[config.mk]
export PLATFORM = sky130hd
export DESIGN_NAME = key_decoder_db
export DESIGN_NICKNAME = d
export VERILOG_FILES = /design/src/rtl/decoder_pkg.sv /design/src/rtl/key_debounce.sv /design/src/rtl/key_decoder_db.sv
export SDC_FILE = /design/constraint.sdc
export NUM_CORES = 1
export LEC_CHECK = 0
export CORE_MARGIN = 2
export CORE_UTILIZATION = 47
export DETAILED_ROUTE_END_ITERATION = 7
export SLEW_MARGIN = 5
export SYNTH_ARGS = -nofsm -noshare
export SYNTH_HDL_FRONTEND = slang
export SYNTH_SLANG_ARGS = --single-unit
[constraint.sdc]
create_clock -name sys_clk -period 3 [get_ports sys_clk]
set_clock_uncertainty 0.15 [all_clocks]
set_input_delay 0.45 -clock sys_clk [delete_from_list [all_inputs] [get_ports sys_clk]]
set_output_delay 0.45 -clock sys_clk [all_outputs]
set_load 0.05 [all_outputs]
[src/rtl/decoder_pkg.sv]
// Shared constants and helpers for the debounced key-to-LED decoder.
//   MODE_DIRECT / MODE_TOGGLE : LED register behaviour selectors
//   DEB_CYC_50MHZ             : 20 ms debounce window at a 50 MHz board clock
//   onehot(sel)               : one-hot decode of a select value, MAX_LED_W bits wide
package decoder_pkg;

    localparam int unsigned MODE_DIRECT   = 0;
    localparam int unsigned MODE_TOGGLE   = 1;
    localparam int unsigned DEB_CYC_50MHZ = 1000000;
    localparam int unsigned MAX_SEL_W     = 4;
    localparam int unsigned MAX_LED_W     = 16;

    // Callers truncate the result to their own LED bank width.
    function automatic logic [MAX_LED_W-1:0] onehot(input logic [MAX_SEL_W-1:0] sel);
        onehot = MAX_LED_W'(1) << sel;
    endfunction

endpackage

[src/rtl/key_debounce.sv]
// Single-key synchroniser and debouncer.
//   sys_clk    : system clock
//   sys_rst    : asynchronous active-high reset (stable level returns to released)
//   key_raw    : raw key level, asynchronous to sys_clk
//   key_stable : debounced level, 1 = pressed regardless of KEY_POL
module key_debounce #(
    parameter int unsigned DEB_CYC = 4,
    parameter logic        KEY_POL = 1'b1
) (
    input  logic sys_clk,
    input  logic sys_rst,
    input  logic key_raw,
    output logic key_stable
);

    localparam int unsigned CNT_W = $clog2(DEB_CYC + 1);

    logic             key_norm_c;
    logic             sync1;
    logic             sync2;
    logic [CNT_W-1:0] cnt;

    assign key_norm_c = KEY_POL ? key_raw : ~key_raw;

    // Two-stage synchroniser.
    always_ff @(posedge sys_clk or posedge sys_rst) begin
        if (sys_rst) begin
            sync1 <= 1'b0;
            sync2 <= 1'b0;
        end else begin
            sync1 <= key_norm_c;
            sync2 <= sync1;
        end
    end

    // Accept a new level only after DEB_CYC consecutive mismatched cycles.
    always_ff @(posedge sys_clk or posedge sys_rst) begin
        if (sys_rst) begin
            cnt        <= '0;
            key_stable <= 1'b0;
        end else if (sync2 != key_stable) begin
            if (cnt == CNT_W'(DEB_CYC - 1)) begin
                key_stable <= sync2;
                cnt        <= '0;
            end else begin
                cnt <= cnt + CNT_W'(1);
            end
        end else begin
            cnt <= '0;
        end
    end

endmodule

[src/rtl/key_decoder_db.sv]
// Debounced key-to-LED decoder: an enable key plus SEL_W select keys drive a
// one-hot LED bank, either following the held keys (DIRECT) or flipping the
// selected LED on each press (TOGGLE).
//   sys_clk : system clock
//   sys_rst : asynchronous active-high reset
//   key_en  : raw enable key
//   key_sel : raw select keys
//   led     : registered LED bank, 1 = lit
//   key_evt : one-cycle pulse per accepted press of key_en
module key_decoder_db
    import decoder_pkg::*;
#(
    parameter int unsigned SEL_W   = 2,
    parameter int unsigned DEB_CYC = DEB_CYC_50MHZ,
    parameter int unsigned MODE    = MODE_DIRECT,
    parameter logic        KEY_POL = 1'b1
) (
    input  logic                  sys_clk,
    input  logic                  sys_rst,
    input  logic                  key_en,
    input  logic [SEL_W-1:0]      key_sel,
    output logic [(1<<SEL_W)-1:0] led,
    output logic                  key_evt
);

    localparam int unsigned LED_W = 1 << SEL_W;

    logic [SEL_W:0]   key_raw_c;
    logic [SEL_W:0]   key_stable;
    logic             stable_en;
    logic [SEL_W-1:0] stable_sel;
    logic             stable_en_d;
    logic             en_rise_c;

    assign key_raw_c  = {key_en, key_sel};
    assign stable_en  = key_stable[SEL_W];
    assign stable_sel = key_stable[SEL_W-1:0];

    // One debouncer per key; enable is the top bit.
    for (genvar i = 0; i <= SEL_W; i++) begin : g_deb
        key_debounce #(
            .DEB_CYC (DEB_CYC),
            .KEY_POL (KEY_POL)
        ) u_deb (
            .sys_clk    (sys_clk),
            .sys_rst    (sys_rst),
            .key_raw    (key_raw_c[i]),
            .key_stable (key_stable[i])
        );
    end

    assign en_rise_c = stable_en & ~stable_en_d;

    // Press detector: pulse only on the debounced 0->1 transition.
    always_ff @(posedge sys_clk or posedge sys_rst) begin
        if (sys_rst) begin
            stable_en_d <= 1'b0;
            key_evt     <= 1'b0;
        end else begin
            stable_en_d <= stable_en;
            key_evt     <= en_rise_c;
        end
    end

    if (MODE == MODE_TOGGLE) begin : g_toggle
        // Flip the LED picked by the select level that is stable at the press.
        always_ff @(posedge sys_clk or posedge sys_rst) begin
            if (sys_rst) begin
                led <= '0;
            end else if (en_rise_c) begin
                led[stable_sel] <= ~led[stable_sel];
            end
        end
    end else begin : g_direct
        logic [LED_W-1:0] led_dec_c;

        assign led_dec_c = LED_W'(onehot(MAX_SEL_W'(stable_sel)));

        // LED mirrors the debounced keys every cycle.
        always_ff @(posedge sys_clk or posedge sys_rst) begin
            if (sys_rst) begin
                led <= '0;
            end else begin
                led <= stable_en ? led_dec_c : '0;
            end
        end
    end

endmodule
=== After elaboration in Yosys (flattened, before gate mapping) ===
Index checks and enable logic that the tools add are counted.

* Equality and inequality tests: 6
* Multiply operators: 0
* Shifts and indexed selects: 1
* Multiplexer cells: 7
* $lt $le $gt $ge: 0
* Add/subtract/negate cells: 3
* Reductions and logical operators: 3
* Divide/modulo/power cells: 0
* Bitwise operators: 2

{| class="wikitable"
|+ Operators with widths
! kind !! count
|-
| 20-bit 2-to-1 mux || 6
|-
| 20-bit by 1-bit adder with 20-bit output (second input constant) || 3
|-
| 20-bit equality test (second input constant) || 3
|-
| 2-bit AND reduction || 3
|-
| 4-bit 2-to-1 mux || 1
|-
| 1-bit by 2-bit << shifter with 4-bit output (first input constant) || 1
|-
| 1-bit != test || 3
|-
| 1-bit bitwise AND || 1
|-
| 1-bit inverter || 1
|}

* Memory bits (read-only): 0
* Logic and storage cells: 37
* Register bits: 75
* Memories: 0
* Latch bits: 0
* Output and inout port bits: 5
* Memory bits (writable): 0

=== Depth between registers and ports, before layout ===
* Depth in word-level cells: 3
* Mapped depth: 6
* Depth with buffers taken out: 5

=== Modules after synthesis ===
A second synthesis with hierarchy kept.

* Cell total of the unflattened synthesis: 333
* Area total of the unflattened synthesis: 3553.4 um^2

{| class="wikitable"
|+ Modules (own cells, without submodules)
! module !! area an instance (um^2) !! cells an instance !! times used
|-
| key_debounce || 1118.6 || 107 || 3
|-
| key_decoder_db || 197.7 || 12 || 1
|}

=== Least setup slack after synthesis ===
No wires, ideal clock.

* Kind: register to register
* Start: register g_deb[0].u_deb.cnt[12]
* End: register g_deb[0].u_deb.key_stable
* Library setup time: 0.125 ns
* Stages on the path, launching flop included: 5
* Path slack: 0.784 ns
* Required time: 2.725 ns
* Arrival: 1.942 ns
* Path through: dfrtp_1 or4_1 or4_4 nor2_1 mux2_2

* Longest elaborated chain between the ends: 2

{| class="wikitable"
|+ RTL lines
! element !! RTL line !! source
|-
| start: declaration || key_debounce.sv:21 || <nowiki>logic [CNT_W-1:0] cnt;</nowiki>
|-
| start signal: assignment || key_debounce.sv:46 || <nowiki>cnt <= cnt + CNT_W'(1);</nowiki>
|-
| 20-bit equality test || key_debounce.sv:42 || <nowiki>if (cnt == CNT_W'(DEB_CYC - 1)) begin</nowiki>
|-
| 2-bit AND reduction (no line) || - ||
|-
| end signal: assignment || key_debounce.sv:43 || <nowiki>key_stable <= sync2;</nowiki>
|-
| end: declaration || key_debounce.sv:13 || <nowiki>output logic key_stable</nowiki>
|}

No other way between the ends.
A chain may end at the register's enable or synchronous reset.

=== Worst setup path in the final report ===
* Start: register g_deb[0].u_deb.cnt[0]
* End: register g_deb[0].u_deb.key_stable

Same word-level chain as after synthesis.

==> impl_metrics.prom <==
# TYPE chip_impl_metric gauge
chip_impl_metric{name="power_density_of_the_placed_cells",unit="mW/mm2"} 493.0
chip_impl_metric{name="std_cell_rows",unit=""} 31
chip_impl_metric{name="final.min_clock_period",unit="ns"} 2.331
chip_impl_metric{name="synth.ff_latch_count",unit=""} 75
chip_impl_metric{name="grt.total_usage",unit="%"} 16.22
chip_impl_metric{name="setup_viol",unit=""} 0
chip_impl_metric{name="cp_slowest_stage_delay",unit="ns"} 0.65
chip_impl_metric{name="critical_path_buf_inv_count",unit=""} 0
chip_impl_metric{name="finalHoldViolations",unit=""} 0
chip_impl_metric{name="io_buffer_count",unit=""} 9
chip_impl_metric{name="finish.utilization",unit="%"} 54.32
chip_impl_metric{name="grt_start_max_net_pins",unit=""} 51
chip_impl_info{name="outcome",value="finished, final reports clean"} 1
chip_impl_metric{name="cp.required",unit="ns"} 3.09
chip_impl_metric{name="yosys.area_share.xor_xnor",unit="%"} 12.09
chip_impl_metric{name="totalNegativeSetupSlack",unit="ns"} 0
chip_impl_metric{name="seqCellArea",unit="mm2"} 0.001877
chip_impl_metric{name="power.leakage",unit="uW"} 0.001524
chip_impl_metric{name="netlist_area",unit="mm2"} 0.003478
chip_impl_metric{name="grt_pass1_wl",unit="um"} 10700
chip_impl_info{name="criticalPathCategory",value="reg -> reg"} 1
chip_impl_info{name="timing.critical_path.to_type",value="flop"} 1
chip_impl_info{name="setup_repair_after_global_routing_missed_its_margin",value="false"} 1
chip_impl_metric{name="yosys_warnings",unit=""} 0
chip_impl_info{name="timing.rr.start",value="g_deb[0].u_deb.cnt[0]$_DFF_PP0_"} 1
chip_impl_info{name="yosysTopAreaCell",value="sky130_fd_sc_hd__dfrtp_1"} 1
chip_impl_metric{name="drt_iter0_markers",unit=""} 95
chip_impl_metric{name="cts_resized",unit=""} 0
chip_impl_info{name="hold_path.startpoint",value="g_deb[1].u_deb.sync1$_DFF_PP0_"} 1
chip_impl_metric{name="post_cts_hold_buffer_count",unit=""} 0
chip_impl_metric{name="io_pins",unit=""} 10
chip_impl_info{name="critPathSlowestCell",value="sky130_fd_sc_hd__or4_4"} 1
chip_impl_metric{name="grt_pass1_vias",unit=""} 2260
chip_impl_metric{name="vias_per_cell",unit=""} 5.120
chip_impl_metric{name="cts_setup_buffers",unit=""} 0
chip_impl_metric{name="fin_ws",unit="ns"} 0.6686
chip_impl_info{name="worst_r2r_endpoint",value="g_deb[0].u_deb.key_stable$_DFFE_PP0P_"} 1
chip_impl_info{name="clock_tree_from_tritoncts",value="built"} 1
chip_impl_metric{name="layout-drive-gt1-share",unit="%"} 9.141
chip_impl_metric{name="worst_hold_path.num_cells",unit=""} 0
chip_impl_metric{name="synth_fa_ha_area_share",unit="%"} 1.079
chip_impl_metric{name="timing.reg2reg.setup_slack",unit="ns"} 0.67
chip_impl_metric{name="worst_pin_slew",unit="ns"} 0.6246
chip_impl_metric{name="path_max_fanout",unit=""} 8
chip_impl_metric{name="chipHeight",unit="um"} 90.03
chip_impl_metric{name="cts_made_buffers",unit=""} 9
chip_impl_metric{name="cap_viol_max_count",unit=""} 0
chip_impl_metric{name="floorplan.die.width",unit="um"} 90.03
chip_impl_info{name="min_to",value="g_deb[1].u_deb.sync2$_DFF_PP0_"} 1
chip_impl_metric{name="route.detailed.drc",unit=""} 0
chip_impl_metric{name="post-synth-top-area-fraction",unit="%"} 53.96
chip_impl_metric{name="cts_max_level",unit=""} 3
chip_impl_metric{name="post-place-ws",unit="ns"} 0.6477
chip_impl_info{name="synthFlopType",value="sky130_fd_sc_hd__dfrtp_1"} 1
chip_impl_metric{name="finalNetCount",unit=""} 364
chip_impl_metric{name="achievable-frequency",unit="MHz"} 428.9
chip_impl_metric{name="number_of_antenna_violations_at_the_first_check_in_global_routing",unit=""} 0
chip_impl_metric{name="synth_sequential_area_ratio",unit="%"} 53.96
chip_impl_info{name="cp-start-kind",value="flop"} 1
chip_impl_metric{name="start_util",unit="%"} 48.21
chip_impl_metric{name="postSynth.asyncResetShare",unit="%"} 100.0
chip_impl_metric{name="cts.sink_count",unit=""} 75
chip_impl_info{name="synth.top_cells.by_area",value="sky130_fd_sc_hd__dfrtp_1 (54%), sky130_fd_sc_hd__xnor2_1 (11%), sky130_fd_sc_hd__nor2_1 (7.0%)"} 1
chip_impl_metric{name="multiInputGateArea",unit="mm2"} 0.001508
chip_impl_metric{name="fp.coreArea",unit="mm2"} 0.007214
chip_impl_metric{name="mean_instance_size_in_the_synthesized_netlist",unit="um2"} 10.38
chip_impl_metric{name="synth_enable_flop_cells",unit=""} 0
chip_impl_metric{name="final_cycle_utilization_of_the_critical_path",unit="%"} 77.71
chip_impl_metric{name="largest_voltage_drop_on_the_vdd_net",unit="uV"} 314.1
chip_impl_metric{name="grt_overflow",unit=""} 0
chip_impl_metric{name="worstSkewPairLatency",unit="ns"} 0.34
chip_impl_metric{name="yosys.area_share.simple",unit="%"} 24.03
chip_impl_metric{name="max_root_sink_buffers",unit=""} 2
chip_impl_metric{name="synth_mux_area_share",unit="%"} 2.698
chip_impl_info{name="dominant_combinational_cell_family_by_area_after_synthesis",value="simple AND/OR/NAND/NOR gates"} 1
chip_impl_info{name="path_cells",value="ha_1 > nand3_1 > or4_4 > nor2_1 > mux2_2"} 1
chip_impl_metric{name="wl_per_cell",unit="um"} 12.87
chip_impl_metric{name="hpwl",unit="um"} 3889
chip_impl_info{name="cp_top_family",value="simple AND/OR/NAND/NOR gates"} 1
chip_impl_metric{name="finalWirelength",unit="um"} 5922
chip_impl_metric{name="clk_pin_slew_worst_paths",unit="ns"} 0.08
chip_impl_metric{name="area_of_the_die",unit="mm2"} 0.008105
chip_impl_metric{name="yosys.cell_types.count",unit=""} 28
chip_impl_metric{name="slew_viol_final",unit=""} 0
chip_impl_info{name="cts_root_buf",value="sky130_fd_sc_hd__clkbuf_8"} 1
chip_impl_metric{name="n_antenna_cell",unit=""} 0
chip_impl_metric{name="timing.critical_path.arrival",unit="ns"} 2.42
chip_impl_metric{name="postSynthNetCount",unit=""} 343
chip_impl_metric{name="postRouteAntennaNets",unit=""} 0
chip_impl_metric{name="drt_pre_antenna_iters",unit=""} 4
chip_impl_metric{name="gp_routability_congestion",unit=""} 0.7761
chip_impl_metric{name="worst_slew_margin_rel",unit="%"} 57.98
chip_impl_info{name="holdCritPathClass",value="reg -> reg"} 1
chip_impl_metric{name="syn2layout_area_growth",unit="%"} 12.66
chip_impl_metric{name="filler_instances",unit=""} 684
chip_impl_metric{name="worstRegToRegCells",unit=""} 5
chip_impl_metric{name="routed-via-count",unit=""} 2355
chip_impl_metric{name="synth_compound_area_share",unit="%"} 3.453
chip_impl_metric{name="synthCells",unit=""} 335
## cells in the mapped netlist (all sizes together), types with 4 or more instances
cell type,instances
nand4,15
nor2,66
nor4,16
mux2i,6
xor2,6
xnor2,42
and3,4
nor3,17
dfrtp,75
nand3,16
or4b,4
nand2,16
or4,5
o21ai,9
inv,16
## where the power goes
group | switching (uW) | internal [uW] | leakage (uW)
combinational | 41.3 | 19.3 | 0.000391
sequential | 11.4 | 1020 | 0.00103
clock | 366 | 470 | 0.000106
total | 419 | 1510 | 0.00152
## layer usage
layer	up-vias	wire length [um]	global-route usage, %
li1	1196	-	-
met1	1121	3033	22.99
met2	26	2580	23.37
met3	12	203	5.029
met4	0	104	6.282
met5	-	0	0
## sequential cells by signal (all words and copies together), names as in the netlist
register                count
g_deb.u_deb.sync1           3
g_deb.u_deb.sync2           3
key_evt                     1
g_deb.u_deb.key_stable      3
stable_en_d                 1
led                         4
g_deb.u_deb.cnt            60
## metrics by stage
step           power, uW  instances  cell area (um2)  hold WS [ns]
4_1_cts             1970        460             3919        0.2024
3_3_place_gp        1118        444             3701        0.1838
6_report            1932        460             3919        0.2008
2_1_floorplan       1099        335             3478        0.1812
3_5_place_dp        1119        444             3701        0.1847
5_1_grt             2020        460             3919        0.2138
## logic make-up after synthesis
| logic type | count (synthesis) |
|---|---|
| XOR/XNOR | 48 |
| AO/OA/AOI/OAI | 15 |
| flip-flops | 75 |
| adder cells (fa/ha/maj) | 3 |
| buffers and inverters | 19 |
| AND/OR/NAND/NOR | 166 |
| multiplexers | 9 |
## placed cells by master, fill, tap and decap left out, types with 15 or more instances in the layout
| cell | n |
|---|---|
| sky130_fd_sc_hd__nor4_1 | 16 |
| sky130_fd_sc_hd__dfrtp_1 | 75 |
| sky130_fd_sc_hd__nand3_1 | 16 |
| sky130_fd_sc_hd__inv_1 | 15 |
| sky130_fd_sc_hd__xnor2_1 | 42 |
| sky130_fd_sc_hd__nand4_1 | 15 |
| sky130_fd_sc_hd__nor3_1 | 17 |
| sky130_fd_sc_hd__nor2_1 | 65 |
| sky130_fd_sc_hd__nand2_1 | 16 |
## how the worst max path moves through the flow
stage	start	endpoint	slack (ns)	cells after the start
2_1_floorplan	sys_rst	g_deb[0].u_deb.cnt[0]$_DFF_PP0_	0.49	1
3_3_place_gp	g_deb[0].u_deb.cnt[0]$_DFF_PP0_	g_deb[0].u_deb.key_stable$_DFFE_PP0P_	0.68	5
3_5_place_dp	g_deb[0].u_deb.cnt[0]$_DFF_PP0_	g_deb[0].u_deb.cnt[9]$_DFF_PP0_	0.65	5
4_1_cts	g_deb[0].u_deb.cnt[0]$_DFF_PP0_	g_deb[0].u_deb.cnt[9]$_DFF_PP0_	0.64	5
5_1_grt	g_deb[0].u_deb.cnt[0]$_DFF_PP0_	g_deb[0].u_deb.cnt[5]$_DFF_PP0_	0.51	5
6_report	g_deb[0].u_deb.cnt[0]$_DFF_PP0_	g_deb[0].u_deb.key_stable$_DFFE_PP0P_	0.67	5
## area by class of cell
class	count	area share, %
Clock inverter	6	2.299
Multi-Input combinational cell	241	38.47
Sequential cell	75	47.89
Timing Repair Buffer	13	3.384
Inverter	16	1.533
Tap cell	99	3.161
Clock buffer	10	3.257
No activity file was read; power rests on OpenSTA's default activity.
